## src/rtl/exp1_7_pkg.sv

```systemverilog
// Shared definitions for the exp1_7 sequencer, receiver and bench:
// default widths and the receiver FSM state encoding.
package exp1_7_pkg;

  localparam int DW_DEF = 8;
  localparam int IW_DEF = 2;
  localparam int CW_DEF = 8;

  typedef logic [1:0] state_t;

  localparam state_t ST_IDLE   = 2'd0;
  localparam state_t ST_HAVE_X = 2'd1;
  localparam state_t ST_HAVE_Y = 2'd2;
  localparam state_t ST_OUT    = 2'd3;

endpackage

```

## src/rtl/exp1_7_sat_cnt.sv

```systemverilog
// W-bit event counter; SAT=1 holds at all-ones, SAT=0 wraps to zero.
module exp1_7_sat_cnt #(
  parameter int W   = 8,
  parameter bit SAT = 1'b0
) (
  input  logic         clk,
  input  logic         rst,
  input  logic         inc_i,
  output logic [W-1:0] cnt_o
);

  logic [W-1:0] cnt_q;
  logic [W-1:0] cnt_d;

  // NOTE: assign the default first so every path writes cnt_d and no latch is inferred.
  always_comb begin
    cnt_d = cnt_q;
    if (inc_i && !(SAT && (&cnt_q))) begin
      cnt_d = cnt_q + W'(1);
    end
  end

  // NOTE: state registers use non-blocking assignments so all flops update together.
  always_ff @(posedge clk) begin
    if (rst) begin
      cnt_q <= '0;
    end else begin
      cnt_q <= cnt_d;
    end
  end

  assign cnt_o = cnt_q;

endmodule

```

## src/rtl/exp1_7_rx.sv

```systemverilog
// Receiver for the exp1_7 sequencer bus: pairs act1-captured x with act2-captured y,
// presents sum and product on a valid/ready port, checks step order and counts events.
module exp1_7_rx
  import exp1_7_pkg::*;
#(
  parameter int DW = DW_DEF,
  parameter int IW = IW_DEF,
  parameter int CW = CW_DEF
) (
  input  logic            clk,
  input  logic            rst,
  input  logic [DW-1:0]   x,
  input  logic [DW-1:0]   y,
  input  logic            act1,
  input  logic            act2,
  input  logic [IW-1:0]   i,
  output logic            res_valid,
  input  logic            res_ready,
  output logic [DW:0]     res_sum,
  output logic [2*DW-1:0] res_prod,
  output logic            seq_err,
  output logic            ovr_err,
  output logic [CW-1:0]   pair_cnt,
  output logic [CW-1:0]   drop_cnt
);

  state_t            state_q, state_d;
  logic [DW-1:0]     x_q, x_d;
  logic [DW-1:0]     y_q, y_d;
  logic [IW-1:0]     exp_i_q, exp_i_d;
  logic [DW:0]       sum_q, sum_d;
  logic [2*DW-1:0]   prod_q, prod_d;
  logic              seq_err_q, seq_err_d;
  logic              ovr_err_q, ovr_err_d;
  logic              pair_inc;
  logic              drop_inc;

  always_ff @(posedge clk) begin
    if (rst) begin
      state_q   <= ST_IDLE;
      x_q       <= '0;
      y_q       <= '0;
      exp_i_q   <= '0;
      sum_q     <= '0;
      prod_q    <= '0;
      seq_err_q <= 1'b0;
      ovr_err_q <= 1'b0;
    end else begin
      state_q   <= state_d;
      x_q       <= x_d;
      y_q       <= y_d;
      exp_i_q   <= exp_i_d;
      sum_q     <= sum_d;
      prod_q    <= prod_d;
      seq_err_q <= seq_err_d;
      ovr_err_q <= ovr_err_d;
    end
  end

  always_comb begin
    state_d   = state_q;
    x_d       = x_q;
    y_d       = y_q;
    exp_i_d   = exp_i_q;
    sum_d     = sum_q;
    prod_d    = prod_q;
    seq_err_d = seq_err_q;
    ovr_err_d = ovr_err_q;

    unique case (state_q)
      ST_IDLE: begin
        if (act1) x_d = x;
        if (act2) y_d = y;
        if (act1 && act2)  state_d = ST_OUT;
        else if (act1)     state_d = ST_HAVE_X;
        else if (act2)     state_d = ST_HAVE_Y;
      end
      ST_HAVE_X: begin
        if (act1) begin
          x_d       = x;
          ovr_err_d = 1'b1;
        end
        if (act2) begin
          y_d     = y;
          state_d = ST_OUT;
        end
      end
      ST_HAVE_Y: begin
        // act1 completes the pair; y is only refreshed by a lone act2
        if (act1) begin
          x_d     = x;
          state_d = ST_OUT;
        end else if (act2) begin
          y_d = y;
        end
      end
      ST_OUT: begin
        if (res_ready) state_d = ST_IDLE;
      end
      default: state_d = ST_IDLE;
    endcase

    // Step check resynchronises to the observed index whether or not it matched
    if (act1 && (state_q != ST_OUT)) begin
      if (i != exp_i_q) seq_err_d = 1'b1;
      exp_i_d = i + IW'(1);
    end

    if ((state_q != ST_OUT) && (state_d == ST_OUT)) begin
      sum_d  = {1'b0, x_d} + {1'b0, y_d};
      prod_d = {{DW{1'b0}}, x_d} * {{DW{1'b0}}, y_d};
    end
  end

  always_comb begin
    res_valid = (state_q == ST_OUT);
    pair_inc  = res_valid && res_ready;
    drop_inc  = res_valid && (act1 || act2);
    res_sum   = sum_q;
    res_prod  = prod_q;
    seq_err   = seq_err_q;
    ovr_err   = ovr_err_q;
  end

  exp1_7_sat_cnt #(.W(CW), .SAT(1'b0)) u_pair_cnt (
    .clk   (clk),
    .rst   (rst),
    .inc_i (pair_inc),
    .cnt_o (pair_cnt)
  );

  exp1_7_sat_cnt #(.W(CW), .SAT(1'b1)) u_drop_cnt (
    .clk   (clk),
    .rst   (rst),
    .inc_i (drop_inc),
    .cnt_o (drop_cnt)
  );

endmodule

```

## config.mk

```make
export PLATFORM = sky130hd
export DESIGN_NAME = exp1_7_rx
export DESIGN_NICKNAME = d
export VERILOG_FILES = /design/src/rtl/exp1_7_pkg.sv /design/src/rtl/exp1_7_sat_cnt.sv /design/src/rtl/exp1_7_rx.sv
export SDC_FILE = /design/constraint.sdc
export NUM_CORES = 1
export LEC_CHECK = 0
export CORE_MARGIN = 2
export CORE_UTILIZATION = 50
export DETAILED_ROUTE_END_ITERATION = 6
export MAX_ROUTING_LAYER = met4
export PLACE_DENSITY = 0.89
export SETUP_SLACK_MARGIN = 0.15
export SLEW_MARGIN = 0
export SYNTH_ARGS = -nofsm -noshare
export SYNTH_HDL_FRONTEND = slang
export SYNTH_HIERARCHICAL = 1
export SYNTH_SLANG_ARGS = --single-unit
```

## constraint.sdc

```tcl
create_clock -name clk -period 6 [get_ports clk]
set_input_delay 1.2 -clock clk [delete_from_list [all_inputs] [get_ports clk]]
set_output_delay 1.2 -clock clk [all_outputs]
set_load 0.1 [all_outputs]
```

==> results of run 1 <==
metal layers:
metal	up-vias	wire, um
met5	-	0
met4	0	300
met3	32	886
met2	203	6500
met1	2162	5650
li1	2089	-
power groups by stage:
stage	Combinational (mW)	Sequential (mW)	Clock [mW]
2_1_floorplan	0.335	0.649	0
3_3_place_gp	0.733	0.477	0
3_5_place_dp	0.751	0.479	0
4_1_cts	0.783	0.470	0.391
5_1_grt	0.867	0.473	0.404
6_report	0.804	0.470	0.383
area by class of cell:
type,count,area share
multi-input cells,400,0.517
flip-flops and latches,63,0.200
repair buffers,132,0.186
inverters,68,0.0404
well taps,129,0.0256
clock buffers,9,0.0196
clock inverters,7,0.0117
synth_stat cells, types with 2 or more instances:
cell,instances
sky130_fd_sc_hd__a31oi_1,4
sky130_fd_sc_hd__a21boi_0,2
sky130_fd_sc_hd__and3_1,4
sky130_fd_sc_hd__mux2i_1,15
sky130_fd_sc_hd__inv_1,53
sky130_fd_sc_hd__a21o_1,5
sky130_fd_sc_hd__o31ai_1,2
sky130_fd_sc_hd__clkbuf_1,7
sky130_fd_sc_hd__buf_2,3
sky130_fd_sc_hd__dfxtp_1,63
sky130_fd_sc_hd__fa_1,37
sky130_fd_sc_hd__mux2i_2,3
sky130_fd_sc_hd__ha_1,46
sky130_fd_sc_hd__or4_1,2
sky130_fd_sc_hd__or3_1,5
sky130_fd_sc_hd__nand2_1,50
sky130_fd_sc_hd__o21ai_0,15
sky130_fd_sc_hd__nand2b_1,4
sky130_fd_sc_hd__nor3_1,5
sky130_fd_sc_hd__nand3_1,8
sky130_fd_sc_hd__nand4_1,4
sky130_fd_sc_hd__nor4b_1,4
sky130_fd_sc_hd__nor4_1,2
sky130_fd_sc_hd__nand4_2,2
sky130_fd_sc_hd__a21oi_1,30
sky130_fd_sc_hd__buf_4,3
sky130_fd_sc_hd__a211o_1,3
sky130_fd_sc_hd__mux2_4,2
sky130_fd_sc_hd__a211oi_1,11
sky130_fd_sc_hd__buf_6,2
sky130_fd_sc_hd__nor2_1,84
sky130_fd_sc_hd__a311o_1,2
sky130_fd_sc_hd__xor2_1,9
sky130_fd_sc_hd__xnor2_1,6
sky130_fd_sc_hd__nand3b_1,2
sky130_fd_sc_hd__nor2b_1,5
sky130_fd_sc_hd__inv_2,15
sky130_fd_sc_hd__buf_1,2
sky130_fd_sc_hd__o211ai_1,5
critical path, delay by kind of cell:
| family | cells | cell delay [ns] |
|---|---|---|
| fa+ha+maj | 5 | 2.40 |
| buf+inv | 7 | 0.96 |
| simple gates | 5 | 0.87 |
| compound gates | 3 | 0.34 |
| mux | 1 | 0.14 |
kinds of logic after synthesis:
| logic type | Yosys count | synth area share |
|---|---|---|
| xor+xnor | 15 | 0.0275 |
| mux | 20 | 0.0463 |
| flops | 63 | 0.264 |
| fa+ha+maj | 83 | 0.275 |
| simple gates | 193 | 0.192 |
| compound gates | 89 | 0.122 |
| buf+inv | 85 | 0.0730 |
timing repair:
item | CTS | global route
buffers inserted | 2 | 0
resized for setup | 7 | 8
endpoints found under the setup margin | 3 | 7
pin swaps | 2 | 1
how the worst min path moves through the flow:
stage                                  start                       end  slack [ns]
floorplan            exp_i_q[0]$_SDFFE_PP0P_   exp_i_q[0]$_SDFFE_PP0P_        0.49
detailed placement  res_prod[7]$_SDFFE_PP0P_  res_prod[7]$_SDFFE_PP0P_        0.45
global route        res_prod[7]$_SDFFE_PP0P_  res_prod[7]$_SDFFE_PP0P_        0.48
finish              res_prod[7]$_SDFFE_PP0P_  res_prod[7]$_SDFFE_PP0P_        0.45
global placement     res_sum[3]$_SDFFE_PP0P_   res_sum[3]$_SDFFE_PP0P_        0.44
CTS                 res_prod[7]$_SDFFE_PP0P_  res_prod[7]$_SDFFE_PP0P_        0.46
registers in the layout (all words and copies together) (netlist names):
name / flops
res_prod: 16
res_sum: 9
y_q: 8
u_drop_cnt/cnt_o: 8
state_q: 2
u_pair_cnt/cnt_o: 8
x_q: 8
seq_err: 1
ovr_err: 1
exp_i_q: 2
==> results.rst, run 1 <==
.. list-table::
   :header-rows: 1

   * - Metric
     - Value
   * - Register clock-pin slew on the reported worst setup and hold paths
     - roughly 0.070 ns
   * - Combined area of the multi-input logic cells
     - 3270 um2
   * - Final-stage net count
     - 780
   * - Transition at the pin with the smallest max-transition slack
     - 1.01 ns
   * - Count of synthesis-stage warnings from yosys
     - 6
   * - Met1 capacity usage during global routing
     - 0.358
   * - Worst skew pair latency
     - 0.36 ns
   * - Mean post-synth cell area
     - between 8 and 9 um2
   * - Yosys top cell area share
     - 0.264
   * - Detailed-route via count
     - between 4000 and 5000
   * - Cell area after synthesis
     - around 4800 um2
   * - Portion of the post-synthesis area used by sequential elements
     - 0.264
   * - Synthesized netlist cell count
     - 548
   * - R2R depth
     - 20
   * - Endpoints failing setup
     - 0
   * - Clock tree from TritonCTS
     - done
   * - Final worst slack
     - 0.318 ns
   * - Number of antenna violations at the first check in global routing
     - 0
   * - Post-route worst hold slack
     - 0.455 ns
   * - Total inserted antenna cells
     - 0
   * - Startpoint-to-endpoint class of the critical path
     - in -> reg
   * - Library cell with the largest summed area after synthesis
     - sky130_fd_sc_hd__dfxtp_1
   * - Number of nets in the synthesized netlist
     - 654
   * - Final GP Congestion
     - roughly 0.91
   * - Number of buffers added to fix hold violations after cts
     - 0
   * - Post-route antenna net violation count
     - 0
   * - Number of non-filler instances in the completed layout
     - roughly 800
   * - Critical path endpoint
     - res_prod[15]$_SDFFE_PP0P_
   * - Share of post-route cells with drive strength above 1
     - 0.187
   * - Run status
     - completed
   * - Remaining global-route overflow
     - 0
   * - Maximum operating frequency
     - 176 MHz
   * - Number of stages on the worst hold path
     - 2
   * - Worst R2R End
     - res_prod[15]$_SDFFE_PP0P_
   * - TritonCTS Sinks
     - 63
   * - Post-route standard cell area excluding fillers
     - approximately 6300 um2
   * - Total internal power
     - ~0.94 mW
   * - Count of max-cap constraint violations
     - 0
   * - Net switching power figure
     - approximately 0.71 mW
   * - Classification of the worst-slack hold path
     - reg -> reg
   * - IO buf count
     - 66
   * - Async S/R FF share, synth
     - 0
   * - Power consumption
     - 1.66 mW
   * - TritonCTS Buffers
     - 9
   * - Via count of the first global-routing pass
     - about 4600
   * - Depth of the CTS H-tree
     - 3
   * - Reg2reg start
     - state_q[0]$_SDFF_PP0_
   * - Share of power burned in registers
     - 0.284
   * - Core area
     - around 9300 um2
   * - Worst supply voltage drop on vdd
     - 0.235 mV
   * - Post-DP Area
     - 6040 um2
   * - Area delta synth->final
     - 32.0%
   * - Final clock skew
     - 0.0114 ns
   * - Beginning of the critical path
     - act1
   * - Part of the total power dissipated in combinational logic
     - 0.485
   * - Die outline width
     - ~100 um
   * - Met2 track demand over resource in global routing
     - 0.457
   * - Largest net degree at the start of global routing
     - between 70 and 80
   * - Required time of the critical path
     - roughly 6.2 ns
   * - Number of max-slew violations in the final report
     - 0
   * - Initial Utilization
     - 0.515
   * - Total power divided by cell area
     - between 200 and 300 nW/um2
   * - Setup Total Neg Slack
     - 0 ns
   * - Dominant cells by area after synthesis
     - sky130_fd_sc_hd__dfxtp_1, sky130_fd_sc_hd__fa_1, sky130_fd_sc_hd__ha_1
   * - Post-layout min period
     - ~5.7 ns
   * - Prevailing post-synth register cell
     - sky130_fd_sc_hd__dfxtp_1
   * - Relative contribution of the clock network to total power
     - 0.231
   * - Sequential cell area in the final layout
     - 1260 um2
   * - Violation count after the first detailed-route iteration
     - 351
   * - Library cell contributing the largest single delay on the critical path
     - sky130_fd_sc_hd__fa_1
   * - Worst setup slack before clock tree synthesis
     - -0.273 ns
   * - Root buffer cell
     - sky130_fd_sc_hd__clkbuf_8
   * - Core Rows
     - 35
   * - Total of fill cells in the finished design
     - 706
   * - Layer with the highest usage
     - met2
   * - Die Height
     - slightly above 100 um
   * - Fraction of the core area covered by cells at the end of the flow
     - 0.680
   * - Total die area
     - 10400 um2
   * - Crit path capture type
     - register
   * - Mean number of vias per cell
     - about 5.6
   * - Placed Cells
     - 790
   * - Final worst-path cycle share
     - 0.947
   * - Number of storage elements in the synthesis netlist
     - 63
   * - Maximum single-stage delay on the critical path
     - 0.55 ns
   * - Commonest non-fill, non-tap cell in the layout
     - sky130_fd_sc_hd__nor2_1
   * - First-pass detailed-route iteration total
     - 5
   * - Crit-path max FO
     - 7
   * - Cell type with the highest occurrence count on the critical path
     - sky130_fd_sc_hd__fa_1
   * - Chain of cells forming the critical path
     - dlygate4sd2_1, nor2_2, o21ai_4, buf_12, mux2i_2, buf_4, buf_4, nor2_1, fa_1, fa_1, fa_1, inv_1, fa_1, inv_1, ha_1, buf_4, nand2_1, nand2_1, o21ai_2, o21ai_0, or3b_1
   * - Switching portion of total power
     - 0.430
   * - RSZ-0062 raised after global routing
     - false
   * - Headroom to the max-slew limit
     - 0.324
   * - Total wire length
     - between 10 and 15 mm
   * - First-pass GRT wire length
     - 22.1 mm
   * - Met3 usage
     - 0.0404
   * - Dpl hpwl
     - 9.65 mm
   * - Cell leakage power
     - ~3.0 nW
   * - Library cells used by synthesis
     - 61
   * - Final hold violation count
     - 0
   * - Wire per inst
     - about 17 um
   * - Highest-count cells in the layout ignoring fill and taps
     - sky130_fd_sc_hd__nor2_1, sky130_fd_sc_hd__dfxtp_1, sky130_fd_sc_hd__clkdlybuf4s50_1, sky130_fd_sc_hd__buf_4, sky130_fd_sc_hd__inv_1
   * - Top-level port count
     - 67
   * - Residual DRC
     - 0
   * - Total global routing track utilization
     - 0.281
   * - Data arrival time of the critical path
     - between 5 and 6 ns
   * - Number of buffers on the longest clock path
     - 2
   * - Kind of start point of the critical path
     - primary input
   * - Number of synthesized flops with an enable pin
     - 0
   * - Reg-to-reg slack, setup
     - 0.96 ns
(Power assumes the default switching activity.)
==> run 2: changes to the inputs <==
--- a/config.mk
+++ b/config.mk
@@ -6,10 +6,10 @@
 export NUM_CORES = 1
 export LEC_CHECK = 0
 export CORE_MARGIN = 2
-export CORE_UTILIZATION = 50
+export CORE_UTILIZATION = 45
 export DETAILED_ROUTE_END_ITERATION = 6
 export MAX_ROUTING_LAYER = met4
-export PLACE_DENSITY = 0.89
+export PLACE_DENSITY = 0.82
 export SETUP_SLACK_MARGIN = 0.15
 export SLEW_MARGIN = 0
 export SYNTH_ARGS = -nofsm -noshare
==> results.rst, run 2 (synthesized netlist as in run 1, its figures left out) <==
.. list-table::
   :header-rows: 1

   * - Metric
     - Value
   * - Final hold violation count
     - 0 (unchanged)
   * - Crit path capture type
     - register (unchanged)
   * - Fraction of the core area covered by cells at the end of the flow
     - 0.613 (was 0.680)
   * - Layer with the highest usage
     - met2 (unchanged)
   * - Total power divided by cell area
     - 254 nW/um2 (was 263 nW/um2)
   * - Top-level port count
     - 67 (unchanged)
   * - Commonest non-fill, non-tap cell in the layout
     - sky130_fd_sc_hd__nor2_1 (unchanged)
   * - Transition at the pin with the smallest max-transition slack
     - 0.994 ns (was 1.01 ns)
   * - Endpoints failing setup
     - 0 (unchanged)
   * - Depth of the CTS H-tree
     - 3 (unchanged)
   * - Share of post-route cells with drive strength above 1
     - 0.187 (about the same)
   * - Total wire length
     - 12.2 mm (was 13.3 mm)
   * - Die Height
     - 107 um (was 102 um)
   * - Total inserted antenna cells
     - 0 (unchanged)
   * - Largest net degree at the start of global routing
     - 71 (unchanged)
   * - R2R depth
     - 21 (was 20)
   * - Required time of the critical path
     - 6.23 ns (about the same)
   * - Area delta synth->final
     - 32.3% (was 32.0%)
   * - Number of flip-flops in the largest register
     - 16 (unchanged)
   * - Reg-to-reg slack, setup
     - 0.96 ns (about the same)
   * - Initial Utilization
     - 0.463 (was 0.515)
   * - Met1 capacity usage during global routing
     - 0.309 (was 0.358)
   * - Data arrival time of the critical path
     - 5.89 ns (was 5.91 ns)
   * - Core area
     - 10300 um2 (was 9280 um2)
   * - Reg2reg start
     - state_q[0]$_SDFF_PP0_ (unchanged)
   * - Root buffer cell
     - sky130_fd_sc_hd__clkbuf_8 (unchanged)
   * - Highest-count cells in the layout ignoring fill and taps
     - sky130_fd_sc_hd__nor2_1, sky130_fd_sc_hd__buf_4, sky130_fd_sc_hd__dfxtp_1, sky130_fd_sc_hd__clkdlybuf4s50_1, sky130_fd_sc_hd__inv_1 (was sky130_fd_sc_hd__nor2_1, sky130_fd_sc_hd__dfxtp_1, sky130_fd_sc_hd__clkdlybuf4s50_1, sky130_fd_sc_hd__buf_4, sky130_fd_sc_hd__inv_1)
   * - First-pass GRT wire length
     - 20.9 mm (was 22.1 mm)
   * - Net switching power figure
     - 0.691 mW (was 0.713 mW)
   * - Share of power burned in registers
     - 0.293 (was 0.284)
   * - Residual DRC
     - 0 (unchanged)
   * - Run status
     - completed (unchanged)
   * - Post-layout min period
     - 5.66 ns (was 5.68 ns)
   * - Headroom to the max-slew limit
     - 0.335 (was 0.324)
   * - Kind of start point of the critical path
     - primary input (unchanged)
   * - Final clock skew
     - 0.0111 ns (was 0.0114 ns)
   * - Switching portion of total power
     - 0.430 (about the same)
   * - RSZ-0062 raised after global routing
     - false (unchanged)
   * - IO buf count
     - 66 (unchanged)
   * - Met3 usage
     - 0.0371 (was 0.0404)
   * - Placed Cells
     - 797 (was 790)
   * - Met2 track demand over resource in global routing
     - 0.382 (was 0.457)
   * - Setup Total Neg Slack
     - 0 ns (unchanged)
   * - Cell leakage power
     - 2.97 nW (about the same)
   * - Total global routing track utilization
     - 0.236 (was 0.281)
   * - Critical path endpoint
     - res_prod[15]$_SDFFE_PP0P_ (unchanged)
   * - Number of max-slew violations in the final report
     - 0 (unchanged)
   * - Count of max-cap constraint violations
     - 0 (unchanged)
   * - Total internal power
     - 0.916 mW (was 0.945 mW)
   * - Worst skew pair latency
     - 0.35 ns (was 0.36 ns)
   * - Startpoint-to-endpoint class of the critical path
     - in -> reg (unchanged)
   * - Number of buffers on the longest clock path
     - 2 (unchanged)
   * - Worst R2R End
     - res_prod[15]$_SDFFE_PP0P_ (unchanged)
   * - Wire per inst
     - 15.0 um (was 16.5 um)
   * - Post-route standard cell area excluding fillers
     - 6330 um2 (was 6310 um2)
   * - Core Rows
     - 37 (was 35)
   * - Via count of the first global-routing pass
     - 4408 (was 4578)
   * - Violation count after the first detailed-route iteration
     - 171 (was 351)
   * - Detailed-route via count
     - 4258 (was 4486)
   * - Total die area
     - 11500 um2 (was 10400 um2)
   * - Classification of the worst-slack hold path
     - reg -> reg (unchanged)
   * - Dpl hpwl
     - 9.59 mm (was 9.65 mm)
   * - Post-DP Area
     - 6050 um2 (was 6040 um2)
   * - Relative contribution of the clock network to total power
     - 0.220 (was 0.231)
   * - Beginning of the critical path
     - act1 (unchanged)
   * - Worst setup slack before clock tree synthesis
     - -0.323 ns (was -0.273 ns)
   * - Crit-path max FO
     - 7 (unchanged)
   * - Final GP Congestion
     - 0.892 (was 0.912)
   * - Register clock-pin slew on the reported worst setup and hold paths
     - 0.08 ns (was 0.07 ns)
   * - Number of buffers added to fix hold violations after cts
     - 0 (unchanged)
   * - Power consumption
     - 1.61 mW (was 1.66 mW)
   * - Final worst-path cycle share
     - 0.943 (was 0.947)
   * - Final-stage net count
     - 781 (was 780)
   * - Remaining global-route overflow
     - 0 (unchanged)
   * - Die outline width
     - 107 um (was 102 um)
   * - TritonCTS Sinks
     - 63 (unchanged)
   * - Part of the total power dissipated in combinational logic
     - 0.487 (was 0.485)
   * - Number of non-filler instances in the completed layout
     - 816 (was 808)
   * - Number of antenna violations at the first check in global routing
     - 0 (unchanged)
   * - Worst supply voltage drop on vdd
     - 0.203 mV (was 0.235 mV)
   * - Clock tree from TritonCTS
     - done (unchanged)
   * - Post-route worst hold slack
     - 0.458 ns (was 0.455 ns)
   * - Mean number of vias per cell
     - 5.22 (was 5.55)
   * - Post-route antenna net violation count
     - 0 (unchanged)
   * - TritonCTS Buffers
     - 9 (unchanged)
   * - Maximum operating frequency
     - 177 MHz (was 176 MHz)
   * - Final worst slack
     - 0.343 ns (was 0.318 ns)
   * - First-pass detailed-route iteration total
     - 4 (was 5)
## run 2: worst min-delay path by stage
stage	from	end	slack (ns)	depth (start not counted)
after floorplan	exp_i_q[0]$_SDFFE_PP0P_	exp_i_q[0]$_SDFFE_PP0P_	0.49	2
after global placement	res_sum[4]$_SDFFE_PP0P_	res_sum[4]$_SDFFE_PP0P_	0.44	2
after detailed placement	res_prod[6]$_SDFFE_PP0P_	res_prod[6]$_SDFFE_PP0P_	0.45	2
after CTS	res_prod[6]$_SDFFE_PP0P_	res_prod[6]$_SDFFE_PP0P_	0.46	2
after global routing	res_prod[2]$_SDFFE_PP0P_	res_prod[2]$_SDFFE_PP0P_	0.48	2
final	res_prod[2]$_SDFFE_PP0P_	res_prod[2]$_SDFFE_PP0P_	0.46	2
## run 2: critical path, cell delays in order
cell                              delay (ns)
sky130_fd_sc_hd__clkdlybuf4s15_1        0.27
sky130_fd_sc_hd__nor2_4                 0.07
sky130_fd_sc_hd__o21ai_4                0.17
sky130_fd_sc_hd__buf_12                 0.15
sky130_fd_sc_hd__mux2i_2                0.21
sky130_fd_sc_hd__buf_4                  0.17
sky130_fd_sc_hd__inv_2                  0.04
sky130_fd_sc_hd__ha_1                   0.22
sky130_fd_sc_hd__fa_1                   0.42
sky130_fd_sc_hd__fa_1                   0.50
sky130_fd_sc_hd__fa_1                   0.49
sky130_fd_sc_hd__inv_1                  0.06
sky130_fd_sc_hd__fa_1                   0.56
sky130_fd_sc_hd__inv_1                  0.08
sky130_fd_sc_hd__ha_4                   0.28
sky130_fd_sc_hd__nand2_1                0.06
sky130_fd_sc_hd__a211oi_2               0.19
sky130_fd_sc_hd__buf_4                  0.16
sky130_fd_sc_hd__o21ai_2                0.07
sky130_fd_sc_hd__o21ai_0                0.14
sky130_fd_sc_hd__or3b_1                 0.36
## run 2: timing repair
item / 4_1_cts / 5_1_grt
pin swaps: 2 / 2
resized for setup: 9 / 7
gates cloned: 0 / 0
setup buffers: 2 / 1
setup endpoints to repair: 5 / 4
## run 2: power by group through the flow
stage	logic, mW	clock network, mW	registers [mW]
floorplan	0.335	0	0.649
global placement	0.740	0	0.478
detailed placement	0.749	0	0.479
CTS	0.777	0.356	0.471
global route	0.854	0.381	0.474
finish	0.783	0.354	0.471
## run 2: per-layer routing
metal	part of all wire	vias up
li1	-	2097
met1	0.45	2038
met2	0.49	107
met3	0.045	16
met4	0.013	0
met5	0	-
## run 2: cell type report
class	count	area (um2)
clock inverter	6	43.8
timing repair buffer	133	1180
clock buffer	10	138
inverter	68	255
fill	881	3990
sequential	63	1260
multi-input combinational	400	3280
tap	136	170
==> run 3: changes to the inputs <==
--- a/config.mk
+++ b/config.mk
@@ -8,8 +8,10 @@
 export CORE_MARGIN = 2
 export CORE_UTILIZATION = 45
 export DETAILED_ROUTE_END_ITERATION = 6
+export GPL_TIMING_DRIVEN = 0
 export MAX_ROUTING_LAYER = met4
 export PLACE_DENSITY = 0.82
+export REMOVE_ABC_BUFFERS = 1
 export SETUP_SLACK_MARGIN = 0.15
 export SLEW_MARGIN = 0
 export SYNTH_ARGS = -nofsm -noshare
==> results.rst, run 3 (synthesized netlist as in run 1, its figures left out) <==
.. list-table::
   :header-rows: 1

   * - Metric
     - Value
   * - Final hold violation count
     - 0 (unchanged)
   * - Crit path capture type
     - register (unchanged)
   * - Depth of the CTS H-tree
     - 3 (unchanged)
   * - Number of non-filler instances in the completed layout
     - 774 (was 816)
   * - Die outline width
     - 107 um (unchanged)
   * - Final worst-path cycle share
     - 0.939 (was 0.943)
   * - Endpoints failing setup
     - 0 (unchanged)
   * - Switching portion of total power
     - 0.415 (was 0.430)
   * - Via count of the first global-routing pass
     - 4323 (was 4408)
   * - Kind of start point of the critical path
     - primary input (unchanged)
   * - Final-stage net count
     - 739 (was 781)
   * - Run status
     - completed (unchanged)
   * - Clock tree from TritonCTS
     - done (unchanged)
   * - Dpl hpwl
     - 8.41 mm (was 9.59 mm)
   * - Headroom to the max-slew limit
     - 0.345 (was 0.335)
   * - IO buf count
     - 66 (unchanged)
   * - Count of max-cap constraint violations
     - 0 (unchanged)
   * - Relative contribution of the clock network to total power
     - 0.268 (was 0.220)
   * - Number of buffers on the longest clock path
     - 2 (unchanged)
   * - RSZ-0062 raised after global routing
     - true (was false)
   * - Worst supply voltage drop on vdd
     - 0.236 mV (was 0.203 mV)
   * - Detailed-route via count
     - 4164 (was 4258)
   * - Startpoint-to-endpoint class of the critical path
     - in -> reg (unchanged)
   * - Crit-path max FO
     - 6 (was 7)
   * - Number of flip-flops in the largest register
     - 16 (unchanged)
   * - Post-route antenna net violation count
     - 0 (unchanged)
   * - Share of power burned in registers
     - 0.290 (was 0.293)
   * - Worst skew pair latency
     - 0.35 ns (about the same)
   * - Maximum operating frequency
     - 178 MHz (was 177 MHz)
   * - Total global routing track utilization
     - 0.228 (was 0.236)
   * - Final clock skew
     - 0.0136 ns (was 0.0111 ns)
   * - Remaining global-route overflow
     - 0 (unchanged)
   * - Largest net degree at the start of global routing
     - 48 (was 71)
   * - Core Rows
     - 37 (unchanged)
   * - Total power divided by cell area
     - 262 nW/um2 (was 254 nW/um2)
   * - TritonCTS Sinks
     - 63 (unchanged)
   * - Share of post-route cells with drive strength above 1
     - 0.146 (was 0.187)
   * - Required time of the critical path
     - 6.23 ns (about the same)
   * - Highest-count cells in the layout ignoring fill and taps
     - sky130_fd_sc_hd__nor2_1, sky130_fd_sc_hd__dfxtp_1, sky130_fd_sc_hd__clkdlybuf4s50_1 (was sky130_fd_sc_hd__nor2_1, sky130_fd_sc_hd__buf_4, sky130_fd_sc_hd__dfxtp_1, sky130_fd_sc_hd__clkdlybuf4s50_1, sky130_fd_sc_hd__inv_1)
   * - Wire per inst
     - 15.4 um (was 15.0 um)
   * - Post-layout min period
     - 5.63 ns (was 5.66 ns)
   * - First-pass detailed-route iteration total
     - 4 (unchanged)
   * - Total internal power
     - 0.949 mW (was 0.916 mW)
   * - Total die area
     - 11500 um2 (unchanged)
   * - Net switching power figure
     - 0.674 mW (was 0.691 mW)
   * - Total wire length
     - 11.9 mm (was 12.2 mm)
   * - First-pass GRT wire length
     - 20.3 mm (was 20.9 mm)
   * - Part of the total power dissipated in combinational logic
     - 0.442 (was 0.487)
   * - Total inserted antenna cells
     - 0 (unchanged)
   * - Area delta synth->final
     - 29.7% (was 32.3%)
   * - Core area
     - 10300 um2 (unchanged)
   * - Transition at the pin with the smallest max-transition slack
     - 0.980 ns (was 0.994 ns)
   * - Number of antenna violations at the first check in global routing
     - 0 (unchanged)
   * - Mean number of vias per cell
     - 5.38 (was 5.22)
   * - Classification of the worst-slack hold path
     - reg -> reg (unchanged)
   * - Register clock-pin slew on the reported worst setup and hold paths
     - 0.08 ns (about the same)
   * - Residual DRC
     - 0 (unchanged)
   * - Power consumption
     - 1.62 mW (was 1.61 mW)
   * - Placed Cells
     - 734 (was 797)
   * - Data arrival time of the critical path
     - 5.86 ns (was 5.89 ns)
   * - Top-level port count
     - 67 (unchanged)
   * - Cell leakage power
     - 2.78 nW (was 2.97 nW)
   * - Violation count after the first detailed-route iteration
     - 190 (was 171)
   * - Die Height
     - 107 um (unchanged)
   * - TritonCTS Buffers
     - 9 (unchanged)
   * - Total of fill cells in the finished design
     - 855 (was 881)
   * - Final GP Congestion
     - 0.872 (was 0.892)
   * - Commonest non-fill, non-tap cell in the layout
     - sky130_fd_sc_hd__nor2_1 (unchanged)
   * - Number of max-slew violations in the final report
     - 0 (unchanged)
   * - Initial Utilization
     - 0.463 (unchanged)
   * - Root buffer cell
     - sky130_fd_sc_hd__clkbuf_8 (unchanged)
## run 3: metal layers
layer,routed length [um],vias to the layer above,global-route usage
li1,-,2010,-
met1,5070,2014,0.268
met2,5990,118,0.393
met3,609,22,0.0492
met4,260,0,0.0631
met5,0,-,-
## run 3: area by class of cell
type                    count  area (um2)  share of cell area
repair buffers             91         887               0.143
flip-flops and latches     63        1260               0.203
multi-input cells         400        3400               0.548
well taps                 136         170              0.0274
clock inverters             6        92.6              0.0149
clock buffers              10         138              0.0222
inverters                  68         255              0.0411
## run 3: timing repair
item,CTS,global route
hold buffers,0,0
setup buffers,23,1
resized for setup,39,4
endpoints found under the setup margin,11,7
pin swaps,2,5
## run 3: worst paths after layout
path / startpoint / end / slack (ns) / cells after the start
max: act1 / res_prod[15]$_SDFFE_PP0P_ / 0.37 / 21
min: res_prod[6]$_SDFFE_PP0P_ / res_prod[6]$_SDFFE_PP0P_ / 0.46 / 2
max reg2reg: state_q[0]$_SDFF_PP0_ / res_prod[15]$_SDFFE_PP0P_ / 0.90 / 20
min reg2reg: res_prod[6]$_SDFFE_PP0P_ / res_prod[6]$_SDFFE_PP0P_ / 0.46 / 2
## run 3: critical path, cell delays in order
cell	delay, ns
sky130_fd_sc_hd__clkbuf_2	0.14
sky130_fd_sc_hd__nor2_4	0.08
sky130_fd_sc_hd__o21ai_4	0.17
sky130_fd_sc_hd__buf_12	0.17
sky130_fd_sc_hd__buf_12	0.12
sky130_fd_sc_hd__mux2i_4	0.27
sky130_fd_sc_hd__buf_4	0.15
sky130_fd_sc_hd__buf_4	0.13
sky130_fd_sc_hd__nor2_1	0.06
sky130_fd_sc_hd__fa_1	0.39
sky130_fd_sc_hd__fa_1	0.54
sky130_fd_sc_hd__inv_1	0.05
sky130_fd_sc_hd__fa_1	0.48
sky130_fd_sc_hd__fa_1	0.55
sky130_fd_sc_hd__inv_1	0.04
sky130_fd_sc_hd__ha_1	0.31
sky130_fd_sc_hd__nor2_1	0.09
sky130_fd_sc_hd__a211oi_4	0.29
sky130_fd_sc_hd__o21ai_2	0.13
sky130_fd_sc_hd__o21ai_1	0.13
sky130_fd_sc_hd__or3b_1	0.36
## run 3: power groups by stage
stage | Combinational, mW | Sequential (mW) | Clock (mW)
finish | 0.718 | 0.471 | 0.435
global route | 0.786 | 0.475 | 0.459
CTS | 0.717 | 0.471 | 0.437
detailed placement | 0.650 | 0.478 | 0
global placement | 0.641 | 0.476 | 0
floorplan | 0.320 | 0.649 | 0
## run 3: per-stage QoR
stage | hold slack (ns) | util | setup TNS, ns | instance area, um2 | setup slack [ns]
5_1_grt | 0.473 | 0.601 | 0 | 6210 | 0.131
3_3_place_gp | 0.442 | 0.535 | -14.38 | 5520 | -1.86
6_report | 0.455 | 0.601 | 0 | 6210 | 0.367
2_1_floorplan | 0.485 | - | -1.17 | 4690 | -0.403
4_1_cts | 0.458 | 0.600 | 0 | 6190 | 0.153
3_5_place_dp | 0.446 | 0.537 | -14.33 | 5540 | -1.88
